==> src/rtl/frame_cnt_ctrl_pkg.sv <==
// Shared constants and state encoding for the two-field frame counter.
package frame_cnt_ctrl_pkg;
  localparam logic [11:0] LSB_CNT_MAX = 12'd3563;
  localparam logic        ZERO        = 1'b0;
  localparam logic        ONE         = 1'b1;

  typedef enum logic [1:0] {
    ST_IDLE  = 2'd0,
    ST_RUN   = 2'd1,
    ST_ERROR = 2'd2
  } state_e;
endpackage

==> src/rtl/frame_cnt_next.sv <==
// Combinational next-value logic for the 12-bit LSB / 3-bit MSB frame counter.
module frame_cnt_next #(
  parameter logic [11:0] LSB_CNT_MAX = frame_cnt_ctrl_pkg::LSB_CNT_MAX
) (
  input  logic [11:0] lsb_cnt,
  input  logic [2:0]  msb_cnt,
  output logic [11:0] lsb_nxt,
  output logic [2:0]  msb_nxt,
  output logic        wrap_nxt,
  output logic        err_nxt
);
  import frame_cnt_ctrl_pkg::*;

  always_comb begin
    lsb_nxt  = lsb_cnt;
    msb_nxt  = msb_cnt;
    wrap_nxt = ZERO;
    err_nxt  = ZERO;
    // Out-of-range LSB (only reachable via preload) is flagged, never advanced.
    if (lsb_cnt > LSB_CNT_MAX) begin
      err_nxt = ONE;
    end else if (lsb_cnt == LSB_CNT_MAX) begin
      lsb_nxt  = '0;
      msb_nxt  = msb_cnt + 3'd1;
      wrap_nxt = (msb_cnt == 3'd7);
    end else begin
      lsb_nxt = lsb_cnt + 12'd1;
    end
  end
endmodule

==> src/rtl/frame_cnt_ctrl.sv <==
// Frame counter sequencer: start/stop/tick control, preload, clear and latched range error.
module frame_cnt_ctrl #(
  parameter logic [11:0] LSB_CNT_MAX = frame_cnt_ctrl_pkg::LSB_CNT_MAX
) (
  input  logic        clk_i,
  input  logic        rst_i,
  input  logic        start_i,
  input  logic        stop_i,
  input  logic        clear_i,
  input  logic        tick_i,
  input  logic        load_i,
  input  logic [11:0] lsb_load_i,
  input  logic [2:0]  msb_load_i,
  input  logic        err_ack_i,
  output logic [11:0] lsb_cnt_o,
  output logic [2:0]  msb_cnt_o,
  output logic        busy_o,
  output logic        wrap_o,
  output logic        err_o,
  output logic [1:0]  state_o
);
  import frame_cnt_ctrl_pkg::*;

  state_e      state_q, state_d;
  logic [11:0] lsb_q, lsb_d, lsb_nxt;
  logic [2:0]  msb_q, msb_d, msb_nxt;
  logic        err_q, err_d, wrap_q, wrap_d;
  logic        wrap_nxt, err_nxt;

  frame_cnt_next #(.LSB_CNT_MAX(LSB_CNT_MAX)) u_next (
    .lsb_cnt (lsb_q),
    .msb_cnt (msb_q),
    .lsb_nxt (lsb_nxt),
    .msb_nxt (msb_nxt),
    .wrap_nxt(wrap_nxt),
    .err_nxt (err_nxt)
  );

  always_comb begin
    state_d = state_q;
    lsb_d   = lsb_q;
    msb_d   = msb_q;
    err_d   = err_q;
    wrap_d  = ZERO;
    if (clear_i) begin
      state_d = ST_IDLE;
      lsb_d   = '0;
      msb_d   = '0;
      err_d   = ZERO;
    end else begin
      case (state_q)
        ST_IDLE: begin
          if (load_i) begin
            lsb_d = lsb_load_i;
            msb_d = msb_load_i;
          end else if (start_i && !stop_i) begin
            state_d = ST_RUN;
          end
        end
        ST_RUN: begin
          if (stop_i) begin
            state_d = ST_IDLE;
          end else if (tick_i) begin
            if (err_nxt) begin
              err_d   = ONE;
              state_d = ST_ERROR;
            end else begin
              lsb_d  = lsb_nxt;
              msb_d  = msb_nxt;
              wrap_d = wrap_nxt;
            end
          end
        end
        ST_ERROR: begin
          if (err_ack_i) begin
            state_d = ST_IDLE;
            lsb_d   = '0;
            msb_d   = '0;
            err_d   = ZERO;
          end
        end
        // Unused encoding: recover to IDLE, counters held.
        default: state_d = ST_IDLE;
      endcase
    end
  end

  always_ff @(posedge clk_i) begin
    if (rst_i) begin
      state_q <= ST_IDLE;
      lsb_q   <= '0;
      msb_q   <= '0;
      err_q   <= ZERO;
      wrap_q  <= ZERO;
    end else begin
      state_q <= state_d;
      lsb_q   <= lsb_d;
      msb_q   <= msb_d;
      err_q   <= err_d;
      wrap_q  <= wrap_d;
    end
  end

  assign lsb_cnt_o = lsb_q;
  assign msb_cnt_o = msb_q;
  assign busy_o    = (state_q == ST_RUN);
  assign wrap_o    = wrap_q;
  assign err_o     = err_q;
  assign state_o   = state_q;
endmodule

==> config.mk <==
export PLATFORM = sky130hd
export DESIGN_NAME = frame_cnt_ctrl
export DESIGN_NICKNAME = d
export VERILOG_FILES = /design/src/rtl/frame_cnt_ctrl_pkg.sv /design/src/rtl/frame_cnt_next.sv /design/src/rtl/frame_cnt_ctrl.sv
export SDC_FILE = /design/constraint.sdc
export NUM_CORES = 1
export LEC_CHECK = 0
export ABC_AREA = 1
export BUFFER_PORTS_ARGS = -buffer_cell sky130_fd_sc_hd__buf_2
export CORE_ASPECT_RATIO = 1.25
export CORE_MARGIN = 3
export CORE_UTILIZATION = 50
export CTS_CLUSTER_DIAMETER = 80
export DETAILED_ROUTE_END_ITERATION = 10
export PLACE_DENSITY = 0.88
export SYNTH_ARGS = -nofsm -noshare
export SYNTH_HDL_FRONTEND = slang
export SYNTH_SLANG_ARGS = --single-unit
==> constraint.sdc <==
create_clock -name clk_i -period 2.2 [get_ports clk_i]
set_input_delay 0 -clock clk_i [delete_from_list [all_inputs] [get_ports clk_i]]
set_output_delay 0 -clock clk_i [all_outputs]
set_load 0.05 [all_outputs]
==> metrics, run 1 <==
Num CTS Buffers=3; top-area cell type share of the netlist area=28.0%; Inst Count DP=286; Max rail drop VDD=0.433 mV; startpoint types=register; reg2reg setup slack=260 ps; Residual DRC=0; Commonest cells post-synth=nand2_1, nor2_1, inv_1, dfxtp_1, o21ai_0; max-cap viol count=0; Post-synth EDFFs=0; Worst Setup SP=state_o[0]$_SDFFE_PP0P_; FF-to-FF End=lsb_cnt_o[5]$_SDFFE_PP0P_; CP required=2450 ps; Finished Layout Cells=294; worst hold-check path type=input port to register; Final Core Density=66.2%; grt ovf=0; area leader, netlist=dfxtp_1; Final setup violation count=0; Tcrit/Tclk final=88.4%; min Tclk post-route=1940 ps; Antenna diodes=0; initial DRC count=61; P_sw=0.259 mW; dominant synthesized flop cell=dfxtp_1; worst r2r src=state_o[0]$_SDFFE_PP0P_; FFs w/ async S/R, synth=0%; register share of total power=50.1%; Ports=43; Core Footprint=0.00250 mm^2; clk_lat worst skew=310 ps; synth warn=0; cell count along the critical path=10; Total Power=0.748 mW; dpl ws=309 ps; Die H=64.3 um; Worst path top cell family by delay=simple AND/OR/NAND/NOR gates; max-slew violations=0; most common cell in the netlist=nand2_1; final worst setup slack=255 ps; post-route cell area=0.00166 mm^2; Worst Tran Pin Value=648 ps; Synth cell types=27; Sw Ratio=34.6%; Area after DPL=0.00159 mm^2; Final ANT Viol Nets=0; clock tree buffer depth=2; drt via density=5.26; Leak=0.804 nW; Chip Width=52.6 um; cell mode on critical path=inv_1; Rows=20; largest net degree at the start of global routing=16; Die Area=0.00338 mm^2; crit path to=lsb_cnt_o[5]$_SDFFE_PP0P_; Starting Density=54.3%; CP Buf/Inv Count=3; Pre-antenna DRT Iters=4; status=finished, final reports clean; Synth Cell Area=0.00136 mm^2; max frequency=514 MHz; Final TNS setup=0 ps; via count=1546; DP HPWL=2690 um; Rel. slew slack=56.6%; initial antenna violation count=0; clock-pin transition on the worst setup and hold timing paths=110 ps; GR Util All Layers=23.8%; crit path cell chain=inv_1 > ha_1 > nand2_1 > inv_1 > nand2_1 > inv_1 > o21ai_0 > o21ai_0 > nor2_1 > nor2_1; Port-buffer cells=42; Mean Syn Cell Area=6.35 um^2; #FFs+latches synth=19; Final Skew=4.62 ps; Cell Int Power=0.489 mW; FF-to-FF path depth=10; first-pass GRT wire length=6150 um; nets@finish=292; Post-Route WL=3640 um; P&R area growth vs syn=21.9%; WS Path Type=register to register; PostCTS Resize Cnt=0; syn nets=244; Sink Count=19; Comb pwr share=25.1%; CTS tree=built; top post-synthesis cells by area=dfxtp_1, nand2_1, nor2_1; clock share of power=24.8%; post-synthesis sequential area ratio=28.0%; ratio of cells with drive above 1 in the final layout=24.5%; Max Fanout on Critical Path=6; slowest CP cell=ha_1; final hold violation count=0; CP endpoint kind=register; CP max stage delay=420 ps; PD cells=451 mW/mm^2; per-cell routed wire length=12.4 um; hold_ws=6.19 ps; GPL Wtd Cong=0.916; number of global-route vias before repair=1449; CTS root buffer=clkbuf_4; crit path DAT=2200 ps; RSZ-0062 raised after global routing=false; Syn Inst Count=214; H-tree Lvls=1
## sequential cells by signal (all words and copies together) (netlist names)
name / count
state_o: 2
err_o: 1
lsb_cnt_o: 12
msb_cnt_o: 3
wrap_o: 1
## worst register-to-register path, cell delays in order, from the launching register on
cell     delay [ps]
dfxtp_1         400
inv_1           100
ha_1            420
nand2_1         110
inv_1           130
nand2_1         190
inv_1           130
o21ai_0         100
o21ai_0         170
nor2_1           60
nor2_1           80
## placed cells by master, fill, tap and decap left out
master / count
nand2_1: 62
buf_2: 42
nor2_1: 28
inv_1: 20
o21ai_0: 19
dfxtp_1: 19
a21oi_1: 10
nand3_1: 7
o21ai_1: 7
ha_1: 6
inv_2: 4
dlygate4sd3_1: 4
nand2_2: 3
a31oi_1: 3
nand4_1: 3
nand2_4: 3
clkbuf_4: 3
nor2_4: 2
nor2_2: 2
nor3_1: 2
xor2_1: 2
nand3_4: 1
o21bai_1: 1
o31ai_1: 1
inv_4: 1
a21oi_2: 1
xnor2_1: 1
a22o_1: 1
ha_2: 1
clkbuf_1: 1
buf_4: 1
## worst min-delay path by stage
stage | startpoint | to | depth (start not counted)
6_report | lsb_load_i[6] | lsb_cnt_o[6]$_SDFFE_PP0P_ | 5
5_1_grt | lsb_load_i[5] | lsb_cnt_o[5]$_SDFFE_PP0P_ | 5
4_1_cts | lsb_load_i[11] | lsb_cnt_o[11]$_SDFFE_PP0P_ | 5
3_5_place_dp | msb_load_i[2] | msb_cnt_o[2]$_SDFFE_PP0P_ | 3
3_3_place_gp | msb_load_i[2] | msb_cnt_o[2]$_SDFFE_PP0P_ | 3
2_1_floorplan | tick_i | wrap_o$_SDFF_PP0_ | 2
## metal layers
metal  vias to the layer above  wire (um)  track usage, %
met5                         -          0               0
li1                        789          -               -
met3                        11        187            3.50
met4                         0        110            12.5
met1                       685       1460            28.0
met2                        61       1880            40.2
## power groups by stage
stage / Combinational (mW) / Clock [mW] / Sequential, mW
after floorplan: 0.0890 / 0 / 0.426
after global placement: 0.180 / 0 / 0.381
after detailed placement: 0.182 / 0 / 0.382
after CTS: 0.187 / 0.191 / 0.374
after global routing: 0.205 / 0.203 / 0.377
final: 0.188 / 0.185 / 0.374
## kinds of logic (layout without fill, tap and decap cells)
kind of cell | after synthesis | after routing | synth area share, %
adder cells (fa/ha/maj) | 7 | 7 | 6.45
AO/OA/AOI/OAI | 43 | 43 | 17.0
flip-flops | 19 | 19 | 28.0
XOR/XNOR | 3 | 3 | 1.93
AND/OR/NAND/NOR | 113 | 113 | 37.3
buffers and inverters | 29 | 76 | 9.30
## final cells by class
cell class,instances,area [um^2]
multi-input cells,166,855
fillers,247,846
flip-flops and latches,19,380
repair buffers,47,258
inverters,25,96.3
well taps,33,41.3
clock buffers,4,26.3
## repair_timing
action,CTS,global route
hold buffers,4,0
buffers inserted,0,0
endpoints found under the hold margin,3,0
(Power assumes the default switching activity.)
==> run 2, diff against run 1 <==
- CORE_ASPECT_RATIO: 1.25 -> unset
- CORE_UTILIZATION: 50 -> 52
- CTS_BUF_LIST: unset -> sky130_fd_sc_hd__clkbuf_8
- PLACE_DENSITY: 0.88 -> 0.9
==> run 2 against run 1 <==
Effect of this change: design area down 1.1%; count of clock-buffer cells in the layout fell by 1; critical path depth unchanged; via count is 3.6% lower; fmax grew 2.8%; routed wire length down 6.0%; global-route usage down 3.0 points; flip-flop and latch count stayed put; critical path type unchanged; critical endpoint unchanged.
==> metrics, run 2 (synthesis results as in run 1) <==
status=finished, final reports clean; DP HPWL=2550 um (-5.2%); max-cap viol count=0 (unchanged); CP required=2400 ps (-50 ps); per-cell routed wire length=12.0 um (-3.4%); Die Area=0.00326 mm^2 (-3.6%); drt via density=5.21 (-0.86%); PD cells=494 mW/mm^2 (+9.4%); Final TNS setup=0 ps (unchanged); worst hold-check path type=input port to register; Final Skew=1.48 ps (-3.14 ps); P_sw=0.270 mW (+4.2%); ratio of cells with drive above 1 in the final layout=24.8% (+0.29 points); postcts setup bufs=0 (unchanged); first-pass GRT wire length=5510 um (-10%); max-slew violations=0 (unchanged); WS Path Type=register to register; worst r2r src=state_o[0]$_SDFFE_PP0P_; startpoint types=register; CTS tree=built; clock tree buffer depth=2 (unchanged); Final ANT Viol Nets=0 (unchanged); Max rail drop VDD=0.368 mV (-15%); min Tclk post-route=1890 ps (-53.1 ps); Sink Count=19 (unchanged); Leak=0.806 nW (+0.27%); Post-Route WL=3420 um (-6.0%); Comb pwr share=22.7% (-2.4 points); nets@finish=289 (-1.0%); RSZ-0062 raised after global routing=false; initial antenna violation count=0 (unchanged); Total Power=0.810 mW (+8.3%); Hold Path End=msb_cnt_o[2]$_SDFFE_PP0P_; initial DRC count=48 (-21%); PostCTS Resize Cnt=0 (unchanged); GR Util All Layers=20.8% (-3.0 points); Max Fanout on Critical Path=6 (unchanged); Pre-antenna DRT Iters=4 (unchanged); Die H=57.1 um (-11%); register share of total power=46.2% (-3.9 points); max frequency=529 MHz (+2.8%); Tcrit/Tclk final=86.0% (-2.4 points); Starting Density=58.1% (+3.8 points); Num CTS Buffers=3 (unchanged); Residual DRC=0 (unchanged); Port-buffer cells=42 (unchanged); Hold Path Depth=3 (-2); P&R area growth vs syn=20.6%; FF-to-FF path depth=10 (unchanged); via count=1491 (-3.6%); Antenna diodes=0 (unchanged); reg2reg setup slack=310 ps (+50 ps); most frequent cells in the layout=nand2_1, buf_2, nor2_1; Rows=17 (-15%); Worst Tran Pin Value=501 ps (-147 ps); clock share of power=31.2% (+6.4 points); max reg flops=12 (unchanged); HP Start=msb_load_i[2]; grt ovf=0 (unchanged); largest net degree at the start of global routing=16 (unchanged); H-tree Lvls=1 (unchanged); FF-to-FF End=lsb_cnt_o[5]$_SDFFE_PP0P_; crit path DAT=2090 ps (-110 ps); final hold violation count=0 (unchanged); CTS root buffer=clkbuf_8; Ports=43 (unchanged); clock-pin transition on the worst setup and hold timing paths=80 ps (-30 ps); GPL Wtd Cong=0.851 (-7.1%); clk_lat worst skew=260 ps (-50 ps); commonest non-fill, non-tap cell in the layout=nand2_1; Fillers=213 (-14%); Chip Width=57.1 um (+8.5%); CP endpoint kind=register; Core Footprint=0.00234 mm^2 (-6.5%); Cell Int Power=0.540 mW (+10%); Sw Ratio=33.3% (-1.3 points); Rel. slew slack=66.5% (+9.9 points); Final setup violation count=0 (unchanged); number of global-route vias before repair=1347 (-7.0%)
[run 2: changes by cell type in the layout (fill, tap and decap cells not counted)]
cell and change:
clkbuf_1 -1, dlygate4sd3_1 -3, inv_1 +1, clkbuf_8 +3
clkbuf_4 -3
[run 2: power groups by stage]
stage	clock, mW	combinational, mW	sequential, mW
finish	0.252	0.183	0.374
global placement	0	0.178	0.382
global route	0.265	0.199	0.376
detailed placement	0	0.180	0.382
floorplan	0	0.0890	0.426
CTS	0.253	0.183	0.374
[run 2: how the worst max path moves through the flow]
stage | startpoint | end | slack [ps] | depth (start not counted)
finish | state_o[0]$_SDFFE_PP0P_ | lsb_cnt_o[5]$_SDFFE_PP0P_ | 310 | 10
detailed placement | state_o[0]$_SDFFE_PP0P_ | lsb_cnt_o[5]$_SDFFE_PP0P_ | 370 | 10
floorplan | state_o[0]$_SDFFE_PP0P_ | lsb_cnt_o[5]$_SDFFE_PP0P_ | 180 | 9
CTS | state_o[0]$_SDFFE_PP0P_ | lsb_cnt_o[5]$_SDFFE_PP0P_ | 350 | 10
global placement | state_o[0]$_SDFFE_PP0P_ | lsb_cnt_o[5]$_SDFFE_PP0P_ | 330 | 10
global route | state_o[0]$_SDFFE_PP0P_ | lsb_cnt_o[5]$_SDFFE_PP0P_ | 180 | 10
[run 2: critical path: stages, from the launching register on]
cell	delay (ps)
dfxtp_1	380
inv_1	90
ha_1	410
nand2_1	110
inv_1	130
nand2_1	170
inv_1	150
o21ai_0	100
o21ai_0	160
nor2_1	60
nor2_1	80
[run 2: per-layer routing]
layer	routed length, um	track usage [%]	vias to the layer above
li1	-	-	778
met1	1490	26.3	659
met2	1650	34.7	49
met3	233	3.85	5
met4	40	7.95	0
met5	0	0	-
[run 2: area by class of cell]
type	instances	area, um^2	share of cell area (%)
inverters	25	96.3	5.88
clock buffers	3	41.3	2.52
clock inverters	1	3.75	0.229
flip-flops and latches	19	380	23.2
well taps	28	35.0	2.14
multi-input cells	166	855	52.1
repair buffers	44	228	13.9
[run 2: stage by stage]
step,std cells,setup WS [ps],cell area [um^2],util (%),hold WS [ps]
final,286,308,1640,70.1,9.86
after global routing,286,181,1640,70.1,20.0
after CTS,286,349,1640,70.1,15.0
after detailed placement,281,371,1580,67.7,273
after global placement,281,326,1580,67.7,272
after floorplan,214,179,1360,-,154
[run 2: repair_timing]
item | in CTS | in global routing
hold endpoints to repair | 1 | 0
hold buffers | 1 | 0
endpoints found under the setup margin | 0 | 0
